[config.mk]
export PLATFORM = sky130hd
export DESIGN_NAME = obi_mem_port_arbiter
export DESIGN_NICKNAME = d
export VERILOG_FILES = /design/src/rtl/obi_mem_port_arbiter.sv
export SDC_FILE = /design/constraint.sdc
export NUM_CORES = 1
export LEC_CHECK = 0
export CAP_MARGIN = 25
export CORE_AREA = 4 4 105 107
export CTS_BUF_LIST = sky130_fd_sc_hd__clkbuf_16
export DETAILED_ROUTE_END_ITERATION = 10
export DIE_AREA = 0 0 109 111
export PLACE_DENSITY_LB_ADDON = 0.15
export SLEW_MARGIN = 40
export SYNTH_ARGS = -nofsm -noshare
export SYNTH_HDL_FRONTEND = slang
export SYNTH_SLANG_ARGS = --single-unit
[constraint.sdc]
create_clock -name clk_i -period 5.5 [get_ports clk_i]
set_clock_uncertainty 0.05 [all_clocks]
set_input_delay 1.1 -clock clk_i [delete_from_list [all_inputs] [get_ports clk_i]]
set_output_delay 1.1 -clock clk_i [all_outputs]
set_load 0.01 [all_outputs]
[src/rtl/obi_mem_port_arbiter.sv]
// Shares one OBI memory port between the instruction and data interfaces,
// tracking outstanding IDs so in-order responses return to their owner.
module obi_mem_port_arbiter #(
  parameter int MAX_OUTSTANDING = 2,
  parameter bit DATA_PRIO       = 1'b0,
  localparam int CW = $clog2(MAX_OUTSTANDING + 1)
) (
  input  logic          clk_i,
  input  logic          rst_ni,
  input  logic          instr_req_i,
  input  logic [31:0]   instr_addr_i,
  output logic          instr_gnt_o,
  output logic          instr_rvalid_o,
  output logic [31:0]   instr_rdata_o,
  input  logic          data_req_i,
  input  logic          data_we_i,
  input  logic [3:0]    data_be_i,
  input  logic [31:0]   data_addr_i,
  input  logic [31:0]   data_wdata_i,
  output logic          data_gnt_o,
  output logic          data_rvalid_o,
  output logic [31:0]   data_rdata_o,
  output logic          mem_req_o,
  output logic          mem_we_o,
  output logic [3:0]    mem_be_o,
  output logic [31:0]   mem_addr_o,
  output logic [31:0]   mem_wdata_o,
  input  logic          mem_gnt_i,
  input  logic          mem_rvalid_i,
  input  logic [31:0]   mem_rdata_i,
  output logic [CW-1:0] outstanding_o,
  output logic          err_o
);

  logic [CW-1:0]              cnt_q, cnt_d;
  logic [MAX_OUTSTANDING-1:0] id_q, id_d;
  logic lock_q, lock_d;
  logic owner_q, owner_d;
  logic rr_q, rr_d;
  logic err_q, err_d;
  logic full, empty;
  logic sel, sel_req, req, accept, pop;

  assign full  = cnt_q == CW'(MAX_OUTSTANDING);
  assign empty = cnt_q == '0;

  // sel: 0 = instr, 1 = data; rr_q set means data is favoured
  always_comb begin
    sel = data_req_i;
    priority case (1'b1)
      lock_q:                    sel = owner_q;
      instr_req_i && data_req_i: sel = DATA_PRIO | rr_q;
      default:                   sel = data_req_i;
    endcase
  end

  assign sel_req = sel ? data_req_i : instr_req_i;
  assign req     = rst_ni & ~full & sel_req;
  assign accept  = req & mem_gnt_i;
  assign pop     = mem_rvalid_i & ~empty;

  assign mem_req_o   = req;
  assign mem_we_o    = sel & data_we_i;
  assign mem_be_o    = sel ? data_be_i : 4'hF;
  assign mem_addr_o  = sel ? data_addr_i : instr_addr_i;
  assign mem_wdata_o = sel ? data_wdata_i : 32'h0;

  assign instr_gnt_o    = accept & ~sel;
  assign data_gnt_o     = accept & sel;
  assign instr_rvalid_o = rst_ni & pop & ~id_q[0];
  assign data_rvalid_o  = rst_ni & pop & id_q[0];
  assign instr_rdata_o  = mem_rdata_i;
  assign data_rdata_o   = mem_rdata_i;
  assign outstanding_o  = cnt_q;
  assign err_o          = err_q;

  always_comb begin
    lock_d  = lock_q;
    owner_d = owner_q;
    rr_d    = rr_q;
    err_d   = err_q | (mem_rvalid_i & empty);
    if (accept) begin
      lock_d = 1'b0;
      rr_d   = ~sel;
    end else if (req) begin
      lock_d  = 1'b1;
      owner_d = sel;
    end else if (lock_q && !sel_req) begin
      lock_d = 1'b0;
    end
  end

  // ID FIFO: head at bit 0, pop shifts down, push lands after the survivors
  always_comb begin
    id_d  = id_q;
    cnt_d = cnt_q;
    if (pop) begin
      id_d  = id_q >> 1;
      cnt_d = cnt_q - CW'(1);
    end
    if (accept) begin
      for (int i = 0; i < MAX_OUTSTANDING; i++) begin
        if (CW'(i) == cnt_d) id_d[i] = sel;
      end
      cnt_d = cnt_d + CW'(1);
    end
  end

  always_ff @(posedge clk_i or negedge rst_ni) begin
    if (!rst_ni) begin
      cnt_q   <= '0;
      id_q    <= '0;
      lock_q  <= 1'b0;
      owner_q <= 1'b0;
      rr_q    <= 1'b0;
      err_q   <= 1'b0;
    end else begin
      cnt_q   <= cnt_d;
      id_q    <= id_d;
      lock_q  <= lock_d;
      owner_q <= owner_d;
      rr_q    <= rr_d;
      err_q   <= err_d;
    end
  end

endmodule

Word-level counts from Yosys, hierarchy flattened
Index checks and enable logic that the tools add are counted.
W data, S select, Z words.
{"block": "word_totals", "register_bits": 8, "input_bits": 139, "out_inout_bits": 141, "wordCells": 49}
{"block": "classes", "addsub": 2, "eq_ne": 2, "muxes": 15, "bitwise_logic": 17, "n_reduce_logical": 7}
{"op": "$mux W32", "count": 2}
{"op": "$and A1 B1 Y1", "count": 11}
{"op": "$mux W1", "count": 8}
{"op": "$mux W2", "count": 4}
{"op": "$not A1 Y1", "count": 5}
{"op": "$logic_not A2 Y1", "count": 2}
{"op": "$mux W4", "count": 1}
{"op": "$reduce_bool A3 Y1", "count": 1}
{"op": "$add A2 B1 Y2 const B", "count": 1}
{"op": "$eq A1 B2 Y1 const A", "count": 1}
{"op": "$eq A2 B2 Y1 const B", "count": 1}
{"op": "$logic_and A1 B1 Y1", "count": 2}
{"op": "$reduce_and A2 Y1", "count": 1}
{"op": "$sub A2 B1 Y2 const B", "count": 1}
{"op": "$logic_not A1 Y1", "count": 1}
{"op": "$or A1 B1 Y1", "count": 1}

Depth between registers and ports, before layout
Gate-level depths: netlist of run 1.
{"block": "logic_depth", "word_depth": 9, "mapped_depth": 9, "mapped_depth_nobuf": 9}

Least setup slack after synthesis of run 1
No wires, ideal clock.
{"block": "synth_path", "path_kind": "input -> output", "start": "input port instr_req_i", "end": "output port mem_addr_o[23]", "arrival_ns": 2.050, "t_required_ns": 4.350, "path_slack_ns": 2.300, "stages": 6, "n_path_buf": 2, "cell_sequence": "nand2b_1 -> nand3b_1 -> nand2_1 -> buf_2 -> buf_4 -> mux2_1"}
{"block": "synth_between", "elab_chain_cells": 4}
{"element": "start: declaration", "line_no": "10", "rtl": "input logic instr_req_i,"}
{"element": "$logic_and A1 B1 Y1", "line_no": "52", "rtl": "instr_req_i && data_req_i: sel = DATA_PRIO | rr_q;"}
{"element": "$mux W1 (2 in a row)", "line_no": "50", "rtl": "priority case (1'b1)"}
{"element": "$mux W32", "line_no": "65", "rtl": "assign mem_addr_o = sel ? data_addr_i : instr_addr_i;"}
{"element": "end: declaration", "line_no": "26", "rtl": "output logic [31:0] mem_addr_o,"}
Every way passes these cells.

Worst setup path in the final report of run 1
{"block": "layout_path", "start": "input port data_req_i", "end": "output port mem_addr_o[3]"}
{"block": "layout_between", "elab_chain_cells": 4}
{"element": "start: declaration", "line_no": "15", "rtl": "input logic data_req_i,"}
{"element": "$logic_and A1 B1 Y1", "line_no": "52"}
{"element": "$mux W1 * (2 in a row)", "line_no": "50"}
{"element": "$mux W32 *", "line_no": "65"}
Mark *: on every way between the ends. The rest lies on a longest branch, timed or not.

==> results of run 1 <==
power by group through the flow:
stage	clock network, mW	logic, mW	registers, mW
after global routing	0.130	0.845	0.105
after global placement	0	0.796	0.102
final	0.123	0.777	0.101
after floorplan	0	0.424	0.101
after CTS	0.127	0.797	0.102
after detailed placement	0	0.791	0.101
per-layer routing:
layer	wire [um]	GRT usage (%)	part of all wire (%)
met1	2259	10.11	35
met2	3106	17.08	48
met3	926	3.844	14
met4	113	1.852	1.8
met5	0	0	0
registers in the layout, summed over array words and instances, names as in the netlist:
signal / flops
id_q: 2
rr_q: 1
owner_q: 1
outstanding_o: 2
err_o: 1
lock_q: 1
cell families after synthesis:
| kind of cell | share of synthesized area (%) |
|---|---|
| muxes | 24.89 |
| AOI/OAI and AO/OA | 5.548 |
| buffers and inverters | 32.01 |
| and+or+nand+nor | 22.26 |
| adders and majority gates | 2.249 |
| xor gates and xnor gates | 1.050 |
| DFF | 11.99 |
cell usage after synthesis:
| cell | n |
|---|---|
| sky130_fd_sc_hd__and2b_1 | 1 |
| sky130_fd_sc_hd__buf_4 | 65 |
| sky130_fd_sc_hd__nor3_2 | 1 |
| sky130_fd_sc_hd__mux2_4 | 3 |
| sky130_fd_sc_hd__buf_6 | 1 |
| sky130_fd_sc_hd__xnor2_1 | 2 |
| sky130_fd_sc_hd__nand3b_1 | 1 |
| sky130_fd_sc_hd__o2111ai_4 | 1 |
| sky130_fd_sc_hd__a21o_1 | 1 |
| sky130_fd_sc_hd__a21oi_1 | 2 |
| sky130_fd_sc_hd__a21boi_2 | 1 |
| sky130_fd_sc_hd__buf_2 | 4 |
| sky130_fd_sc_hd__nor2_1 | 5 |
| sky130_fd_sc_hd__o21ai_2 | 1 |
| sky130_fd_sc_hd__dfrtp_1 | 8 |
| sky130_fd_sc_hd__clkbuf_1 | 2 |
| sky130_fd_sc_hd__a211oi_1 | 1 |
| sky130_fd_sc_hd__nand2_1 | 7 |
| sky130_fd_sc_hd__nor2b_1 | 1 |
| sky130_fd_sc_hd__o21ai_1 | 1 |
| sky130_fd_sc_hd__mux2i_1 | 1 |
| sky130_fd_sc_hd__inv_1 | 2 |
| sky130_fd_sc_hd__a21oi_4 | 1 |
| sky130_fd_sc_hd__nand2b_1 | 7 |
| sky130_fd_sc_hd__and3_1 | 1 |
| sky130_fd_sc_hd__ha_1 | 3 |
| sky130_fd_sc_hd__nand3_1 | 3 |
| sky130_fd_sc_hd__mux2_1 | 32 |
| sky130_fd_sc_hd__and2_1 | 34 |
| sky130_fd_sc_hd__nor2_2 | 1 |
| sky130_fd_sc_hd__or3b_4 | 1 |
worst max-delay path, stage by stage:
cell,delay [ns]
sky130_fd_sc_hd__clkdlybuf4s50_1,0.56
sky130_fd_sc_hd__nand3b_1,0.14
sky130_fd_sc_hd__nand2_2,0.33
sky130_fd_sc_hd__buf_12,0.28
sky130_fd_sc_hd__mux2_1,0.36
sky130_fd_sc_hd__clkdlybuf4s50_1,0.49
metrics by stage:
stage | hold slack, ns | worst slack (ns) | cells
3_5_place_dp | 0.3938 | 1.005 | 445
2_1_floorplan | 0.3970 | 2.300 | 195
3_3_place_gp | 0.3927 | 0.9871 | 445
4_1_cts | 0.4094 | 0.9937 | 448
6_report | 0.4008 | 1.046 | 448
5_1_grt | 0.4435 | 0.8926 | 448
area by class of cell:
cell class                 count  area (um2)  area share [%]
timing repair buffer         186        1867           57.32
inverter                       2       7.507          0.2305
sequential                     8       200.2           6.147
multi-input combinational    113       937.1           28.77
tap                          136       170.2           5.225
clock buffer                   3       75.07           2.305
path summary, 6_finish.rpt:
kind	cells after the start	start	slack, ns	to
setup / recovery	6	data_req_i	1.05	mem_addr_o[3]
min in group asynchronous	2	rst_ni	1.11	outstanding_o[1]$_DFF_PN0_
max in group asynchronous	2	rst_ni	4.14	id_q[0]$_DFF_PN0_
hold reg to reg	1	err_o$_DFF_PN0_	0.40	err_o$_DFF_PN0_
setup reg to reg	8	outstanding_o[0]$_DFF_PN0_	3.41	id_q[1]$_DFF_PN0_
hold / removal	1	err_o$_DFF_PN0_	0.40	err_o$_DFF_PN0_
==> qor_table.md, run 1 <==
| Step | Parameter | Value |
| --- | --- | --- |
| clock tree | Maximum root-to-sink buffer count | 2 |
| routing | DRC violations left | 0 |
| global routing | Antenna violations before repair | 0 |
| worst setup path | Required time reported for the critical path endpoint | 4.35 ns |
| clock tree | # hold bufs at CTS | 0 |
| cells and area | Leading cell type in the layout, fill and taps excluded | sky130_fd_sc_hd__clkdlybuf4s50_1 |
| routing | Routed Antenna Nets | 0 |
| global routing | Vias in the first global route | 1,687 |
| job | Maximum capacitance violations | 0 |
| power and ir drop | Share of total power in combinational logic | 77.6% |
| die | Die H | 111 um |
| global routing | First-pass GRT wire length | 9.080 mm |
| power and ir drop | Net switching power of the design | 0.3670 mW |
| die | Area of the die | 12,100 um2 |
| routing | Sum of routed wire length over all layers | 6.405 mm |
| place | Port Buffers | 183 |
| yosys | Mean post-synth cell area | 8.559 um2 |
| cells and area | Number of nets in the final layout | 456 |
| power and ir drop | Peak supply drop | 0.1820 mV |
| global routing | All-layer global routing usage | 9.417% |
| yosys | Number of warnings issued by yosys | 0 |
| cells and area | Number of fillers in the final layout | 1,058 |
| hold path | Min-Delay Path Class | reg2reg |
| timing | Worst-case headroom to the max-slew limit | 73.87% |
| routing | DR vias | 1,662 |
| timing | Slew Viols, Final | 0 |
| yosys | Post-Syn Nets | 337 |
| power and ir drop | Switching power share of the total | 36.65% |
| clock tree | Worst-path clk slew | 0.04 ns |
| clock tree | Clk sink count | 8 |
| clock tree | H-Tree Depth | 1 |
| power and ir drop | Pleak | 1.237 nW |
| yosys | Cell area after technology mapping | 1669 um2 |
| routing | Number of detailed-routing iterations run before antenna repair | 3 |
| clock tree | TritonCTS clock tree | yes |
| worst setup path | Startpoint type of the worst setup path | input port |
| yosys | Syn Inst Count | 195 |
| global routing | Maximum number of pins on one net before global-route repair | 49 |
| worst setup path | Data arrival time of the critical path | 3.30 ns |
| worst setup path | Setup CP Type | in2out |
| yosys | Share of Yosys cell area claimed by the top area cell type | 29.24% |
| clock tree | Clock latency on the worst-skew pair | 0.23 ns |
| global routing | Sum of overflow across all layers after global routing | 0 |
| timing | Setup Viol. Count Final | 0 |
| clock tree | Root Driver | sky130_fd_sc_hd__clkbuf_16 |
| run status | Outcome | finished, final reports clean |
| power and ir drop | Cell internal pwr | 0.6345 mW |
| timing | Min Clock Period, post-route | 4.454 ns |
| yosys | Post-synthesis sequential area ratio | 11.99% |
| timing | Least-Margin Pin Slew | 0.3905 ns |
| cells and area | Top library cells by usage in the layout, fill and taps aside | sky130_fd_sc_hd__clkdlybuf4s50_1, sky130_fd_sc_hd__and2_1, sky130_fd_sc_hd__mux2_1 |
| place | Global placement routability congestion | 0.7038 |
| die | Width of the die | 109 um |
| worst setup path | Crit end category | output pin |
| timing | Fin crit share | 80.99% |
| die | Initial Utilization | 16.46% |
| routing | Post-DR wirelength/cell | 14.30 um |
| timing | RSZ-0062 raised after global routing | no |
| power and ir drop | Clk pwr share | 12.3% |
| routing | DRC marker count from the first detailed-route iteration | 33 |
| clock tree | Post CTS Setup Buffer Count | 0 |
| yosys | Seq cells post-synth | 8 |
| cells and area | Diode count | 0 |
| yosys | Synth area leaders | sky130_fd_sc_hd__buf_4, sky130_fd_sc_hd__mux2_1, sky130_fd_sc_hd__and2_1, sky130_fd_sc_hd__dfrtp_1, sky130_fd_sc_hd__mux2_4 |
| cells and area | Layout area overhead | 95.13% |
| yosys | Cell taking the most area after synthesis | sky130_fd_sc_hd__buf_4 |
| die | Count of standard-cell rows | 37 |
| timing | Post-Route Setup TNS | 0 ns |
| power and ir drop | Power Density | 307.5 nW/um2 |
| place | HPWL after DPL | 5.467 mm |
| timing | Final hold vios | 0 |
| die | Number of placed I/O pins | 280 |
| cells and area | Final design area excluding fillers | 3257 um2 |
| place | Post-placement cell area | 3182 um2 |
| timing | F_max | 0.2245 GHz |
| power and ir drop | Part of the power in registers | 10.1% |
| cells and area | Fraction of final layout cells sized beyond drive strength 1 | 5.449% |
| routing | Via-per-instance ratio | 3.710 |
| cells and area | Utilization after layout | 32.12% |
| clock tree | Number of CTS-inserted buffers | 3 |
| worst setup path | Top fanout value on the critical path | 48 |
| power and ir drop | PnR Total Power | 1.001 mW |
| clock tree | Count of instances resized after the clock tree is built | 0 |
| yosys | Post-synthesis cell type count | 31 |
| die | Core region area | 10,140 um2 |
No activity file was read; power rests on OpenSTA's default activity.
==> run 2: changes to the inputs <==
Clock period 5.5 ns to 3.6 ns, I/O delays scaled along.
==> qor_table.md, run 2 (synthesized netlist as in run 1, its figures left out) <==
| Step | Parameter | Value |
| --- | --- | --- |
| die | Initial Utilization | 16.46% |
| worst setup path | Required time reported for the critical path endpoint | 2.83 ns |
| worst setup path | Data arrival time of the critical path | 2.58 ns |
| global routing | Maximum number of pins on one net before global-route repair | 54 |
| job | Maximum capacitance violations | 0 |
| global routing | Vias in the first global route | 1,739 |
| clock tree | Worst-path clk slew | 0.04 ns |
| routing | Number of detailed-routing iterations run before antenna repair | 4 |
| clock tree | TritonCTS clock tree | yes |
| die | Width of the die | 109 um |
| die | Count of standard-cell rows | 37 |
| place | Global placement routability congestion | 0.7485 |
| clock tree | Clock latency on the worst-skew pair | 0.23 ns |
| worst setup path | Most prevalent standard cell on the critical path | sky130_fd_sc_hd__clkdlybuf4s50_1 |
| power and ir drop | Peak supply drop | 0.2790 mV |
| timing | F_max | 0.2983 GHz |
| clock tree | Clk sink count | 8 |
| timing | Worst-case headroom to the max-slew limit | 76.64% |
| worst setup path | Startpoint type of the worst setup path | input port |
| routing | DRC violations left | 0 |
| worst setup path | Delay contributed by the slowest stage of the critical path | 0.49 ns |
| clock tree | H-Tree Depth | 1 |
| routing | Routed Antenna Nets | 0 |
| timing | Min Clock Period, post-route | 3.352 ns |
| power and ir drop | Pleak | 1.241 nW |
| global routing | All-layer global routing usage | 9.501% |
| timing | RSZ-0062 raised after global routing | no |
| timing | Final hold vios | 0 |
| cells and area | Number of nets in the final layout | 457 |
| worst setup path | Kind of cell adding the most delay to the critical path | buffers and inverters |
| worst setup path | Buffer and inverter count on the worst path | 3 |
| timing | Least-Margin Pin Slew | 0.3503 ns |
| timing | Setup Viol. Count Final | 0 |
| routing | Post-DR wirelength/cell | 14.21 um |
| timing | Fin crit share | 93.11% |
| worst setup path | Slowest library cell on the worst path | sky130_fd_sc_hd__clkdlybuf4s50_1 |
| cells and area | Layout area overhead | 95.58% |
| die | Area of the die | 12,100 um2 |
| place | Port Buffers | 183 |
| clock tree | Count of instances resized after the clock tree is built | 0 |
| place | HPWL after DPL | 5.530 mm |
| cells and area | Top library cells by usage in the layout, fill and taps aside | sky130_fd_sc_hd__clkdlybuf4s50_1, sky130_fd_sc_hd__and2_1, sky130_fd_sc_hd__mux2_1 |
| die | Die H | 111 um |
| run status | Outcome | finished, final reports clean |
| timing | Post-Route Setup TNS | 0 ns |
| routing | DRC marker count from the first detailed-route iteration | 25 |
| die | Core region area | 10,140 um2 |
| clock tree | Root Driver | sky130_fd_sc_hd__clkbuf_16 |
| worst setup path | Crit end category | output pin |
| hold path | Min-Delay Path Class | reg2reg |
| routing | Via-per-instance ratio | 3.737 |
| cells and area | Leading cell type in the layout, fill and taps excluded | sky130_fd_sc_hd__clkdlybuf4s50_1 |
| timing | Slew Viols, Final | 0 |
| clock tree | # hold bufs at CTS | 0 |
| worst setup path | Top fanout value on the critical path | 53 |
| global routing | Sum of overflow across all layers after global routing | 0 |
| power and ir drop | PnR Total Power | 1.526 mW |
| cells and area | Fraction of final layout cells sized beyond drive strength 1 | 5.751% |
| clock tree | Maximum root-to-sink buffer count | 2 |
| global routing | First-pass GRT wire length | 9.204 mm |
| global routing | Antenna violations before repair | 0 |
| power and ir drop | Power Density | 467.5 nW/um2 |
| worst setup path | Setup CP Type | in2out |
| routing | DR vias | 1,678 |
| cells and area | Diode count | 0 |
| worst setup path | Crit-path cells | clkdlybuf4s50_1, nand2b_1, nand3b_1, nand2_2, buf_12, mux2_1, clkdlybuf4s50_1 |
| clock tree | Number of CTS-inserted buffers | 3 |
| routing | Sum of routed wire length over all layers | 6.382 mm |
| clock tree | Post CTS Setup Buffer Count | 0 |
| die | Number of placed I/O pins | 280 |
run 2: cell count changes in the layout (fill, tap and decap cells not counted):
cell | before | now
sky130_fd_sc_hd__buf_4 | 2 | 3
run 2: power breakdown:
part | leakage, nW | internal, mW | total (mW) | switching (mW)
Clock | 0.0370 | 0.143 | 0.185 | 0.0416
Combinational | 1.11 | 0.702 | 1.19 | 0.483
Sequential | 0.0975 | 0.125 | 0.156 | 0.0315
run 2: worst reg2reg max path, cell delays in order (launching register included):
cell,delay [ns]
sky130_fd_sc_hd__dfrtp_1,0.36
sky130_fd_sc_hd__inv_1,0.10
sky130_fd_sc_hd__ha_1,0.24
sky130_fd_sc_hd__nor2b_1,0.30
sky130_fd_sc_hd__xnor2_1,0.20
sky130_fd_sc_hd__ha_1,0.18
sky130_fd_sc_hd__nand3_1,0.08
sky130_fd_sc_hd__nor2_2,0.11
sky130_fd_sc_hd__mux2_4,0.30
run 2: routing by layer:
| metal | up-vias | global-route usage [%] | routed length [um] |
|---|---|---|---|
| met2 | 120 | 17.28 | 3098 |
| met4 | 0 | 3.030 | 180 |
| li1 | 808 | - | - |
| met1 | 730 | 9.616 | 2188 |
| met5 | - | 0 | 0 |
| met3 | 20 | 3.960 | 914 |
run 2: layout make-up:
| type | instances | area, um2 |
|---|---|---|
| clock buffers | 3 | 75.07 |
| fillers | 1052 | 6874 |
| repair buffers | 187 | 1874 |
| multi-input cells | 113 | 937.1 |
| inverters | 2 | 7.507 |
| well taps | 136 | 170.2 |
| flip-flops and latches | 8 | 200.2 |
run 2: metrics by stage:
stage,setup slack [ns],util (%),hold WS [ns],area (um2),cells
floorplan,1.160,-,0.3744,1669,195
global placement,0.2426,31.46,0.3923,3189,446
detailed placement,0.2328,31.46,0.3977,3189,446
CTS,0.2299,32.20,0.4058,3264,449
global route,0.1159,32.20,0.4240,3264,449
finish,0.2482,32.20,0.4027,3264,449
run 2: path summary, 6_finish.rpt:
kind / startpoint / endpoint / slack, ns / cells past startpoint
setup / recovery: instr_req_i / mem_addr_o[15] / 0.25 / 7
hold / removal: err_o$_DFF_PN0_ / err_o$_DFF_PN0_ / 0.40 / 1
setup reg to reg: outstanding_o[0]$_DFF_PN0_ / id_q[1]$_DFF_PN0_ / 1.55 / 8
hold reg to reg: err_o$_DFF_PN0_ / err_o$_DFF_PN0_ / 0.40 / 1
max in group asynchronous: rst_ni / outstanding_o[1]$_DFF_PN0_ / 2.60 / 2
min in group asynchronous: rst_ni / lock_q$_DFFE_PN0P_ / 0.76 / 2
